File: config.mk
export PLATFORM = sky130hd
export DESIGN_NAME = timer_expiry_alarm
export DESIGN_NICKNAME = d
export VERILOG_FILES = /design/src/rtl/timer_pkg.sv /design/src/rtl/edge_pulse.sv /design/src/rtl/timer_expiry_alarm.sv
export SDC_FILE = /design/constraint.sdc
export NUM_CORES = 1
export LEC_CHECK = 0
export BUFFER_PORTS_ARGS = -buffer_cell sky130_fd_sc_hd__buf_4
export CAP_MARGIN = 30
export CORE_AREA = 2 2 81 83
export CTS_CLUSTER_DIAMETER = 30
export DETAILED_ROUTE_END_ITERATION = 10
export DIE_AREA = 0 0 83 85
export HOLD_SLACK_MARGIN = 0.1
export PLACE_DENSITY_LB_ADDON = 0.3
export SLEW_MARGIN = 30
export SYNTH_ARGS = -nofsm -noshare
export SYNTH_HDL_FRONTEND = slang
export SYNTH_SLANG_ARGS = --single-unit
File: constraint.sdc
create_clock -name MCLK -period 2.9 [get_ports MCLK]
set_input_delay 0.29 -clock MCLK [delete_from_list [all_inputs] [get_ports MCLK]]
set_output_delay 0.29 -clock MCLK [all_outputs]
set_load 0.03 [all_outputs]
File: src/rtl/timer_pkg.sv
// Shared types and constants for the countdown expiry alarm.
package timer_pkg;

  typedef enum logic [1:0] {
    IDLE    = 2'd0,
    RUNNING = 2'd1,
    ALARM   = 2'd2
  } state_e;

  localparam logic [3:0]  BCD_ZERO    = 4'd0;
  localparam logic [3:0]  LED_SEED    = 4'b0001;
  localparam int unsigned BLINK_CNT_W = 24;

  // Non-BCD digit values simply compare unequal, so they count as nonzero.
  function automatic logic digits_zero(input logic [3:0] m1, input logic [3:0] m0,
                                       input logic [3:0] s1, input logic [3:0] s0);
    return (m1 == BCD_ZERO) && (m0 == BCD_ZERO) && (s1 == BCD_ZERO) && (s0 == BCD_ZERO);
  endfunction

endpackage

File: src/rtl/edge_pulse.sv
// Registered single-edge detector; the history flop resets to the input's idle level so
// releasing reset never fabricates an edge.
module edge_pulse #(
  parameter bit   Rise       = 1'b1,
  parameter logic ResetLevel = 1'b0
) (
  input  logic clk_i,
  input  logic rst_i,
  input  logic sig_i,
  output logic pulse_o
);

  logic prev_q, prev_d;
  logic pulse_q, pulse_d;

  always_comb begin
    prev_d  = sig_i;
    pulse_d = Rise ? (sig_i & ~prev_q) : (~sig_i & prev_q);
  end

  always_ff @(posedge clk_i or posedge rst_i) begin
    if (rst_i) begin
      prev_q  <= ResetLevel;
      pulse_q <= 1'b0;
    end else begin
      prev_q  <= prev_d;
      pulse_q <= pulse_d;
    end
  end

  assign pulse_o = pulse_q;

endmodule

File: src/rtl/timer_expiry_alarm.sv
// Detects countdown expiry at 00:00, stops the counter chain and drives blink/LED/buzzer.
// Define ALARM_AUTO_CLEAR_EN to also clear the alarm after ALARM_SECS seconds.
module timer_expiry_alarm
  import timer_pkg::*;
#(
  parameter int unsigned BLINK_DIV  = 6293750,
  parameter int unsigned ALARM_SECS = 10
) (
  input  logic       MCLK,
  input  logic       RST,
  input  logic       RUN,
  input  logic       CLK_SEC,
  input  logic [3:0] MIN_1,
  input  logic [3:0] MIN_0,
  input  logic [3:0] SEC_1,
  input  logic [3:0] SEC_0,
  input  logic       ACK_N,
  output logic       STOP_REQ,
  output logic       EXPIRED,
  output logic       DISP_BLANK,
  output logic [3:0] ALARM_LED,
  output logic       BUZZ
);

  localparam logic [BLINK_CNT_W-1:0] BlinkLast = BLINK_CNT_W'(BLINK_DIV - 1);

  state_e                 state_q, state_d;
  logic                   zero_q, zero_d;
  logic [BLINK_CNT_W-1:0] blink_cnt_q, blink_cnt_d;
  logic                   blank_q, blank_d;
  logic [3:0]             led_q, led_d;
  logic                   sec_p, ack_p, timeout;

  edge_pulse #(.Rise(1'b1), .ResetLevel(1'b0)) u_sec_edge (
    .clk_i  (MCLK),
    .rst_i  (RST),
    .sig_i  (CLK_SEC),
    .pulse_o(sec_p)
  );

  edge_pulse #(.Rise(1'b0), .ResetLevel(1'b1)) u_ack_edge (
    .clk_i  (MCLK),
    .rst_i  (RST),
    .sig_i  (ACK_N),
    .pulse_o(ack_p)
  );

  assign zero_d = digits_zero(MIN_1, MIN_0, SEC_1, SEC_0);

`ifdef ALARM_AUTO_CLEAR_EN
  logic [7:0] sec_cnt_q, sec_cnt_d;

  // Count is held at 0 outside ALARM, so it starts from 0 on every entry.
  always_comb begin
    sec_cnt_d = 8'd0;
    timeout   = 1'b0;
    if (state_q == ALARM) begin
      sec_cnt_d = sec_cnt_q + {7'd0, sec_p};
      timeout   = (sec_cnt_d == 8'(ALARM_SECS));
    end
  end

  always_ff @(posedge MCLK or posedge RST) begin
    if (RST) sec_cnt_q <= 8'd0;
    else     sec_cnt_q <= sec_cnt_d;
  end
`else
  logic [7:0] unused_alarm_secs;
  assign unused_alarm_secs = 8'(ALARM_SECS);
  assign timeout           = 1'b0;
`endif

  // Expiry wins over RUN dropping in the same cycle.
  always_comb begin
    state_d = state_q;
    case (state_q)
      IDLE:    if (RUN && !zero_q) state_d = RUNNING;
      RUNNING: begin
        if (zero_q)    state_d = ALARM;
        else if (!RUN) state_d = IDLE;
      end
      ALARM:   if (ack_p || timeout) state_d = IDLE;
      default: state_d = IDLE;
    endcase
  end

  always_comb begin
    blink_cnt_d = '0;
    blank_d     = 1'b0;
    led_d       = 4'b0000;
    if (state_d == ALARM) begin
      if (state_q != ALARM) begin
        led_d = LED_SEED;
      end else if (blink_cnt_q == BlinkLast) begin
        blank_d = ~blank_q;
        led_d   = {led_q[2:0], led_q[3]};
      end else begin
        blink_cnt_d = blink_cnt_q + 1'b1;
        blank_d     = blank_q;
        led_d       = led_q;
      end
    end
  end

  always_ff @(posedge MCLK or posedge RST) begin
    if (RST) begin
      state_q     <= IDLE;
      zero_q      <= 1'b0;
      blink_cnt_q <= '0;
      blank_q     <= 1'b0;
      led_q       <= 4'b0000;
    end else begin
      state_q     <= state_d;
      zero_q      <= zero_d;
      blink_cnt_q <= blink_cnt_d;
      blank_q     <= blank_d;
      led_q       <= led_d;
    end
  end

  assign STOP_REQ   = (state_q == ALARM);
  assign EXPIRED    = (state_q == ALARM);
  assign DISP_BLANK = blank_q;
  assign ALARM_LED  = led_q;
  assign BUZZ       = (state_q == ALARM) & ~blank_q;

endmodule

; ---- Word level (Yosys, flattened, before mapping)
; Cells that the tools add are included.
[totals]
inputBits = 21
wordCells = 42
out_inout_bits = 8
reg_bits = 34
[classes]
mux = 14
reduce_logical = 10
addsub = 1
eq_ne = 6
bitwise = 4
[op_table]
columns = cell, n
row1 = $mux 24, 3
row2 = $add 24x1->24 const B, 1
row3 = $eq 24x23->1 const B, 1
row4 = $logic_not 4->1, 4
row5 = $mux 4, 3
row6 = $mux 2, 4
row7 = $pmux 2 s3, 1
row8 = $eq 2x2->1 const B, 2
row9 = $logic_and 1x1->1, 4
row10 = $mux 1, 3
row11 = $ne 3x1->1 const B, 1
row12 = $and 1x1->1, 2
row13 = $eq 2x1->1 const B, 1
row14 = $logic_not 2->1, 1
row15 = $ne 2x2->1 const B, 1
row16 = $not 1->1, 2
row17 = $logic_not 1->1, 1

; ---- Depth between registers and ports, before layout
; Gate-level depths: netlist of run 1.
[depth]
ltp_word = 6
mapped_depth = 7
depth_no_buf = 6

; ---- By module
; From an unflattened synthesis of run 1, not the netlist that was laid out.
[hier_totals]
cells_unflattened = 176
area_unflattened_um2 = 1751.7
[modules_own_cells]
columns = module, cells_each, seq_area_each_um2, area_per_inst_um2, n_inst
row1 = timer_expiry_alarm, 172, 800.8, 1682.9, 1
row2 = edge_pulse, 4, 51.3, 68.8, 1

; ---- Least setup slack after synthesis of run 1
; No wires, ideal clock.
[synth_timing]
path_type = register -> register
from = register state_q[0]
to = register blink_cnt_q[22]
arrival_time_ns = 1.736
t_required_ns = 2.817
stages_incl_launch_ff = 5
path_buffers = 0
period_less_slack_ns = 1.818
path_slack_ns = 1.082
path_cell_list = dfrtp_1 nor2b_1 nand2b_1 or4_1 o21ai_0
[synth_rtl]
columns = element, line_no
row1 = "start, declared", timer_expiry_alarm.sv:27  ; state_e state_q, state_d;
row2 = "start signal, assigned", timer_expiry_alarm.sv:113  ; state_q <= state_d;
row3 = $eq 2x2->1, -
row4 = net EXPIRED, timer_expiry_alarm.sv:19  ; output logic EXPIRED,
row5 = $pmux 2 s3, timer_expiry_alarm.sv:76  ; case (state_q)
row6 = $eq 2x2->1, timer_expiry_alarm.sv:91  ; if (state_d == ALARM) begin
row7 = $mux 24, timer_expiry_alarm.sv:91
row8 = net blink_cnt_d[22], timer_expiry_alarm.sv:29  ; logic [BLINK_CNT_W-1:0] blink_cnt_q, blink_cnt_d;
row9 = "end signal, assigned", timer_expiry_alarm.sv:115  ; blink_cnt_q <= blink_cnt_d;
row10 = "end, declared", timer_expiry_alarm.sv:29
; The timed path passes the listed nets, and every way through them passes these cells.
; A chain may end at the register's enable or synchronous reset.

; ---- Worst setup path in the final report of run 1
[layout_timing]
from = register blink_cnt_q[2]
to = register blink_cnt_q[23]
[layout_between]
elab_chain_len = 4
[layout_rtl]
columns = element, line_no
row1 = $add 24x1->24 or $eq 24x23->1 (tied branches), "timer_expiry_alarm.sv:98, timer_expiry_alarm.sv:94"
row2 = $mux 24 *, timer_expiry_alarm.sv:94  ; end else if (blink_cnt_q == BlinkLast) begin
row3 = $mux 24 *, timer_expiry_alarm.sv:92  ; if (state_q != ALARM) begin
row4 = $mux 24 *, timer_expiry_alarm.sv:91
row5 = net blink_cnt_d[23], timer_expiry_alarm.sv:29
; The timed path passes the listed nets; every way through them passes the cells marked *.

==> results of run 1 <==
synthesized netlist by cell type:
master	instances
dfrtp_1	33
nor2_1	20
nand3_1	14
nand2_1	12
a21oi_1	11
nor4_1	9
o21ai_0	9
xnor2_1	8
nand4_1	7
and4_1	5
or3_1	5
xor2_1	5
nor2b_1	4
or4_1	4
and4_2	3
buf_2	3
clkbuf_1	3
inv_1	3
nor3b_1	3
and3_1	2
buf_4	2
ha_1	2
nand4b_1	2
nor4b_1	2
o211ai_1	2
o31ai_1	2
and2_2	1
and3_2	1
buf_6	1
dfstp_2	1
nand2b_1	1
nand3_2	1
nand3b_1	1
nand4_4	1
nor3_1	1
nor4bb_1	1
o21ai_2	1
o22ai_1	1
or2_2	1
routing by layer:
metal / track usage [%] / up-vias
li1: - / 748
met1: 14.2 / 721
met2: 18.8 / 10
met3: 2.63 / 6
met4: 4.32 / 0
met5: 0 / -
final cells by class:
type                    instances  area share (%)
clock inverters                 1           0.231
clock buffers                   7            3.99
multi-input cells             142            41.0
well taps                      77            4.46
repair buffers                 30            10.4
flip-flops and latches         34            39.4
inverters                       3           0.521
kinds of logic (layout without fill, tap and decap cells):
group	after synthesis	count (layout)
flip-flops	34	34
AO/OA/AOI/OAI	26	26
AND/OR/NAND/NOR	101	101
buffers and inverters	12	41
XOR/XNOR	13	13
adder cells (fa/ha/maj)	2	2
placed cells by master, fill, tap and decap left out, types with 2 or more instances in the layout:
cell	count
xor2_1	5
nor3b_1	3
xnor2_1	8
o21ai_0	9
dfrtp_1	33
nand4_1	7
inv_1	3
ha_1	2
nor4_1	9
nor2b_1	4
a21oi_1	11
or4_1	4
nand4b_1	2
and4_2	3
and4_1	5
and3_1	2
o31ai_1	2
nand3_1	14
or3_1	5
nor4b_1	2
o211ai_1	2
buf_4	30
nand2_1	12
clkbuf_8	6
nor2_1	20
state kept, by name (all words and copies together) (netlist names):
name                flops
state_q                 2
zero_q                  1
ALARM_LED               4
u_ack_edge.pulse_o      1
blink_cnt_q            24
DISP_BLANK              1
u_ack_edge.prev_q       1
power groups by stage:
stage	registers [mW]	clock network [mW]	logic [mW]
global route	0.478	0.383	0.0364
CTS	0.478	0.365	0.0333
detailed placement	0.487	0	0.0333
global placement	0.487	0	0.0327
floorplan	0.486	0	0.00906
finish	0.478	0.351	0.0318
worst min path at each step:
| stage | cells past startpoint | endpoint | slack [ns] | from |
|---|---|---|---|---|
| 6_report | 2 | ALARM_LED[0] | 0.11 | RST |
| 3_3_place_gp | 1 | u_ack_edge.prev_q | 0.41 | ACK_N |
| 5_1_grt | 1 | u_ack_edge.prev_q | 0.11 | ACK_N |
| 2_1_floorplan | 0 | u_ack_edge.prev_q | 0.29 | ACK_N |
| 4_1_cts | 1 | u_ack_edge.prev_q | 0.12 | ACK_N |
| 3_5_place_dp | 1 | u_ack_edge.prev_q | 0.41 | ACK_N |
stage by stage:
| step | instances | util, % | setup slack [ns] |
|---|---|---|---|
| 2_1_floorplan | 188 | - | 1.08 |
| 3_3_place_gp | 286 | 33.4 | 0.979 |
| 3_5_place_dp | 286 | 33.4 | 0.976 |
| 4_1_cts | 294 | 34.8 | 0.944 |
| 5_1_grt | 294 | 34.8 | 0.726 |
| 6_report | 294 | 34.8 | 0.943 |
==> results.md, run 1 <==
- CTS Buf Count: 5
- DP Wirelength: 2840 um
- DR WL/cell: 13.0 um
- Cell Rows: 29
- Footprint of the multi-input gates: 886 sq um
- Crit-path max cell delay: 0.53 ns
- Die area: 7060 sq um
- DR vias/cell: 5.05
- Grt ovf: 0
- Nets@finish: 239
- Setup_tns: 0 ns
- PortBufs: 27
- Mean Syn Cell Area: 9.58 sq um
- Crit path to: blink_cnt_q[23]
- Post-DP Area: 2070 sq um
- Clock buffer depth: 2
- Cells after synthesis: 188
- # H-tree levels: 2
- First DRT Iteration DRCs: 48
- Hold Violations, Final: 0
- Synth Area in Adders: 1.39%
- Residual DRC: 0
- Clk pin slew, worst setup/hold paths: 0.07 ns
- Worst Path Required: 3.10 ns
- Reg2Reg Setup Slack: 0.94 ns
- Die height: 85 um
- Root Buffer: clkbuf_8
- Clock share of power: 40.8%
- CTS tree: done
- Worst path slowest cell: dfrtp_1
- Reg2reg start: blink_cnt_q[2]
- Synth Area in Compound Gates: 8.06%
- Sequential cell area: 852 sq um
- CP delay by family, top: simple AND/OR/NAND/NOR gates
- Final setup skew: 0.00498 ns
- Yosys cell types: 39
- First-pass GRT wire length: 6530 um
- Ant. Diodes: 0
- Crit end category: flip-flop
- Maximum VDD drop: 0.224 mV
- Global-route usage over all layers: 11.2%
- CP startpoint: blink_cnt_q[2]
- Crit-path max FO: 8
- Arrival time worst endpoint: 2.16 ns
- Drt pass-1 iters: 4
- Combinational fraction of design power: 3.7%
- P_int: 0.687 mW
- Worst-path cell chain: nand4_4 -> or3_1 -> or4_1 -> a21oi_1
- Max Used Layer: met4
- Synth Area in XOR/XNOR: 6.32%
- FF-to-FF path depth: 4
- Outcome: finished clean
- Clock Latency Late Sink: 0.28 ns
- Post-synthesis mux area share: 0%
- WP depth: 4
- Register area share after synthesis: 47.3%
- Synth warnings: 0
- Final setup fails: 0
- RSZ-0062 raised after global routing: false
- Vias post-DR: 1485
- # clock sinks: 34
- Syn_nets: 211
- Hold_buf cts: 0
- Crit path time final: 1.96 ns
- Layout filler cell count: 635
- Initial Util: 29.0%
- Synth Cell Area: 1800 sq um
- Detailed Route WL: 3810 um
- Net Sw Frac: 20.2%
- Max-slew headroom: 55.0%
- Met2 WL: 1890 um
- Area growth syn-to-layout: 20.0%
- Core region area: 6200 sq um
- Largest net degree at the start of global routing: 23
- Layout cells sized above 1: 21.7%
- Largest family of logic cells by synthesized area: simple AND/OR/NAND/NOR gates
- Min-delay worst type: in2async
- Critical Path Start Type: flip-flop
- Design Area, Final: 2160 sq um
- Net Switching: 0.174 mW
- Reg power frac: 55.5%
- Simple-Gate Fraction of Synth Area: 33.4%
- Synth top area share: 45.8%
- CP Buf/Inv Count: 0
- Post-CTS Resized: 0
- WHS: 0.112 ns
- Part of the cycle the worst path needs: 67.5%
- Met1 WL: 1800 um
- Maxcap violations: 0
- Top Ports: 29
- P_leak: 0.859 nW
- Setup bufs post-CTS: 0
- Yosys reg bits: 34
- PwrDens: 398 nW/um^2
- FMAX: 0.511 GHz
- Reg-to-reg endpoint: blink_cnt_q[23]
- Initial antenna violation count: 0
- Slew Limit Fails: 0
- Critical path type: reg2reg
- Synth area leader: dfrtp_1
- Synth top area cells: dfrtp_1 (46%), nor2_1 (4.2%), nand3_1 (3.9%)
- Routed length on met3: 67 um
- Total chip power: 0.861 mW
- GPL Wtd Cong: 0.755
- Vias in the first global route: 1422
- Antenna viol nets, final: 0
- Worst slew pin tran: 0.675 ns
- Die width: 83 um
No activity file was read; power rests on OpenSTA's default activity.
==> run 2, diff against run 1 <==
==> constraint.sdc (replaced) <==
create_clock -name MCLK -period 1.6 [get_ports MCLK]
set_input_delay 0.16 -clock MCLK [delete_from_list [all_inputs] [get_ports MCLK]]
set_output_delay 0.16 -clock MCLK [all_outputs]
set_load 0.03 [all_outputs]
==> results.md, run 2 (same netlist as run 1, synthesis figures left out) <==
- Vias post-DR: 1589
- Final setup skew: 0.00727 ns
- Total chip power: 1.58 mW
- Initial antenna violation count: 0
- # H-tree levels: 2
- Core region area: 6200 sq um
- Grt ovf: 0
- Placed Cells: 314
- Maximum VDD drop: 0.367 mV
- Outcome: finished with violations
- Top Ports: 29
- Most frequent cells in the layout: buf_4 (58), dfrtp_1 (32), nor2_1 (19)
- First-pass GRT wire length: 7290 um
- Min-delay worst type: in2reg
- Slew Limit Fails: 0
- Combinational fraction of design power: 3.9%
- Largest net degree at the start of global routing: 35
- Cell Rows: 29
- Max-slew headroom: 70.4%
- CTS Buf Count: 5
- First DRT Iteration DRCs: 57
- Layout filler cell count: 593
- Final setup fails: 5
- Failing checks: negative setup slack
- WHS: 0.149 ns
- Maxcap violations: 0
- FMAX: 0.595 GHz
- Antenna viol nets, final: 0
- FF-to-FF path depth: 6
- GPL Wtd Cong: 0.751
- Detailed Route WL: 4310 um
- Critical path type: reg2reg
- Clk pin slew, worst setup/hold paths: 0.07 ns
- Area growth syn-to-layout: 40.6%
- Post-DP Area: 2310 sq um
- CTS tree: done
- Die area: 7060 sq um
- Critical Path Start Type: flip-flop
- Nets@finish: 271
- Setup slack after layout: -0.0797 ns
- DP Wirelength: 3110 um
- Die height: 85 um
- DR WL/cell: 13.2 um
- Pre-CTS setup slack: -0.0361 ns
- Hold Violations, Final: 0
- Worst slew pin tran: 0.444 ns
- Root Buffer: clkbuf_8
- Layout cells sized above 1: 39.8%
- Clock buffer depth: 2
- Global-route usage over all layers: 12.6%
- P_leak: 1.04 nW
- Net Switching: 0.329 mW
- PortBufs: 27
- Worst Path Required: 1.81 ns
- Die width: 83 um
- Largest Register: blink_cnt_q
- Cell count of the worst hold path: 2
- DR vias/cell: 4.87
- RSZ-0062 raised after global routing: true
- Clock Latency Late Sink: 0.28 ns
- Max reg flops: 24
- PwrDens: 622 nW/um^2
- Arrival time worst endpoint: 1.89 ns
- Clock share of power: 41.2%
- Initial Util: 29.0%
- Ant. Diodes: 0
- Reg power frac: 54.9%
- Commonest non-fill, non-tap cell in the layout: buf_4
- Residual DRC: 0
- Vias in the first global route: 1588
- Design Area, Final: 2530 sq um
- Finished Layout Cells: 326
- Drt pass-1 iters: 4
- Net Sw Frac: 20.9%
- Crit path time final: 1.68 ns
- Part of the cycle the worst path needs: 105%
- Crit-path max FO: 6
- P_int: 1.25 mW
- # clock sinks: 34
- Crit end category: flip-flop
==> run 2: cell types whose count changed in the layout (fill, tap and decap cells not counted), moves of 3 or more <==
cell / previous run / this run
a21oi_1: 11 / 7
a21oi_2: 0 / 4
buf_4: 30 / 58
nor4_1: 9 / 6
o21ai_0: 9 / 4
o21ai_2: 1 / 4
==> run 2: what timing repair did <==
action | CTS | global route
buffers inserted | 1 | 1
hold endpoints to repair | 35 | 0
hold buffers | 2 | 0
pin swaps | 4 | 9
resized for setup | 6 | 21
endpoints found under the setup margin | 29 | 29
==> run 2: worst paths after layout <==
| kind | start | to | slack, ns |
|---|---|---|---|
| min in group asynchronous | RST | blink_cnt_q[15] | 0.53 |
| max reg2reg | blink_cnt_q[1] | blink_cnt_q[23] | -0.08 |
| min reg2reg | zero_q | state_q[0] | 0.43 |
| min | RUN | state_q[0] | 0.15 |
| max in group asynchronous | RST | blink_cnt_q[3] | 0.73 |
| max | blink_cnt_q[1] | blink_cnt_q[23] | -0.08 |
==> run 2: power groups by stage <==
stage / Combinational, mW / Sequential, mW / Clock, mW
final: 0.0617 / 0.866 / 0.650
after global placement: 0.0596 / 0.882 / 0
after floorplan: 0.0164 / 0.882 / 0
after global routing: 0.0692 / 0.865 / 0.715
after CTS: 0.0640 / 0.865 / 0.681
after detailed placement: 0.0601 / 0.882 / 0
==> run 2: through the flow <==
step                      util (%)  setup TNS (ns)
after floorplan                  -          -0.128
after global placement        37.2         -0.0406
after detailed placement      37.2          -0.274
after CTS                     39.4         -0.0488
after global routing          40.8           -3.99
final                         40.8          -0.227
==> run 2: metal layers <==
metal  wire, um  global-route usage, %
met4         68                   4.62
met3         77                   2.33
met1       2070                   16.0
met2       2090                   21.6
met5          0                      0
==> run 2: area by class of cell <==
type	count	area (sq um)	area share [%]
Clock buffer	7	86.3	3.41
Clock inverter	1	5.00	0.198
Inverter	3	11.3	0.444
Multi-Input combinational cell	142	995	39.3
Sequential cell	34	853	33.7
Tap cell	77	96.3	3.80
Timing Repair Buffer	62	487	19.2
==> run 2: critical path: stages (launching register included) <==
cell	delay [ns]
dfrtp_1	0.37
buf_4	0.12
buf_6	0.09
nand4_4	0.09
or3_4	0.38
or4_4	0.42
a21oi_2	0.13
==> run 3, diff against run 2 <==
==> constraint.sdc (replaced) <==
create_clock -name MCLK -period 1.8 [get_ports MCLK]
set_input_delay 0.18 -clock MCLK [delete_from_list [all_inputs] [get_ports MCLK]]
set_output_delay 0.18 -clock MCLK [all_outputs]
set_load 0.03 [all_outputs]
==> results.md, run 3 (same netlist as run 1, synthesis figures left out) <==
- DR vias/cell: 4.97
- Residual DRC: 0
- Outcome: finished clean
- Initial antenna violation count: 0
- PwrDens: 649 nW/um^2
- Hold Violations, Final: 0
- Detailed Route WL: 4360 um
- Ant. Diodes: 0
- Area growth syn-to-layout: 33.0%
- Drt pass-1 iters: 4
- Commonest non-fill, non-tap cell in the layout: buf_4
- Pre-CTS setup slack: 0.0252 ns
- FMAX: 0.567 GHz
- RSZ-0062 raised after global routing: true
- # clock sinks: 34
- Crit path time final: 1.76 ns
- Layout cells sized above 1: 33.2%
- Most frequent cells in the layout: buf_4 (49), dfrtp_1 (29), nor2_1 (20)
- Die area: 7060 sq um
- Final setup fails: 0
- Critical Path Start Type: flip-flop
- Cell Rows: 29
- Max-slew headroom: 69.9%
- Setup slack after layout: 0.0361 ns
- Crit end category: flip-flop
- GPL Wtd Cong: 0.755
- Crit-path max FO: 4
- CTS Buf Count: 5
- Min-delay worst type: in2reg
- Nets@finish: 260
- PortBufs: 27
- DP Wirelength: 3150 um
- Die width: 83 um
- Worst-path cell chain: buf_4 -> nand4_4 -> or3_4 -> or4_4 -> a21oi_2
- Initial Util: 29.0%
- Maximum VDD drop: 0.341 mV
- P_leak: 0.976 nW
- Top Ports: 29
- Max reg flops: 24
- DR WL/cell: 13.8 um
- Root Buffer: clkbuf_8
- Worst slew pin tran: 0.451 ns
- Util after Layout: 38.6%
- CTS tree: done
- Largest net degree at the start of global routing: 35
- Core region area: 6200 sq um
- Arrival time worst endpoint: 1.98 ns
- Global-route usage over all layers: 12.5%
- First DRT Iteration DRCs: 70
- Maxcap violations: 0
- Critical path type: reg2reg
- Crit-path max cell delay: 0.50 ns
- First-pass GRT wire length: 7190 um
- Clk pin slew, worst setup/hold paths: 0.07 ns
- Die height: 85 um
- Worst path slowest cell: or4_4
- Largest Register: blink_cnt_q
- Part of the cycle the worst path needs: 98.0%
- Worst Path Required: 2.02 ns
- # H-tree levels: 2
- Vias post-DR: 1565
- Clock buffer depth: 2
- Final setup skew: 0.00916 ns
- Slew Limit Fails: 0
- Vias in the first global route: 1558
- Antenna viol nets, final: 0
- Grt ovf: 0
- Clock Latency Late Sink: 0.29 ns
## run 3: cell types whose count changed in the layout (fill, tap and decap cells not counted), moves of 2 or more
cell	change
nor4_1	+2
dfrtp_2	+3
o21ai_0	+4
buf_4	-9
a21oi_2	-3
o21ai_2	-3
a21oi_1	+3
dfrtp_1	-3
## run 3: what timing repair did
item | 4_1_cts | 5_1_grt
resized for setup | 0 | 15
setup buffers | 0 | 2
setup endpoints to repair | 0 | 28
endpoints found under the hold margin | 35 | 0
hold buffers | 2 | 0
## run 3: path summary, 6_finish.rpt
path | depth (start not counted) | to | slack [ns] | start
max in group asynchronous | 4 | blink_cnt_q[10] | 0.91 | RST
hold / removal | 2 | state_q[0] | 0.15 | RUN
setup reg to reg | 5 | blink_cnt_q[23] | 0.04 | blink_cnt_q[1]
setup / recovery | 5 | blink_cnt_q[23] | 0.04 | blink_cnt_q[1]
min in group asynchronous | 4 | state_q[1] | 0.54 | RST
hold reg to reg | 1 | state_q[0] | 0.43 | zero_q
## run 3: per-layer routing
layer / routed length, um / vias to the layer above / GRT usage, % / part of all wire, %
li1: - / 784 / - / -
met1: 2010 / 758 / 15.8 / 46
met2: 2200 / 15 / 21.2 / 50
met3: 67 / 8 / 1.75 / 1.5
met4: 85 / 0 / 6.11 / 1.9
met5: 0 / - / 0 / 0
## run 3: power by group
group | internal (mW) | total, mW | leakage, nW | switching, mW
Sequential | 0.768 | 0.770 | 0.462 | 0.00158
Combinational | 0.0325 | 0.0546 | 0.456 | 0.0221
Clock | 0.451 | 0.731 | 0.0585 | 0.280
## run 3: stage by stage
step | hold WS, ns | area (sq um) | std cells | total power [mW] | setup TNS [ns]
2_1_floorplan | 0.184 | 1800 | 188 | 0.798 | 0
3_3_place_gp | 0.299 | 2200 | 303 | 0.836 | 0
3_5_place_dp | 0.299 | 2200 | 303 | 0.837 | 0
4_1_cts | 0.151 | 2340 | 313 | 1.57 | 0
5_1_grt | 0.162 | 2400 | 315 | 1.61 | -0.125
6_report | 0.154 | 2400 | 315 | 1.56 | 0
## run 3: critical path, delay by kind of cell (launching register included)
family	cells	cell delay, ns
compound gates	1	0.12
buf+inv	1	0.14
flops	1	0.40
simple gates	3	1.04
## run 3: area by class of cell
class / count / area (sq um)
well taps: 77 / 96.3
repair buffers: 51 / 388
clock buffers: 7 / 86.3
multi-input cells: 142 / 927
inverters: 3 / 11.3
flip-flops and latches: 34 / 857
fillers: 626 / 3810
clock inverters: 1 / 30.0
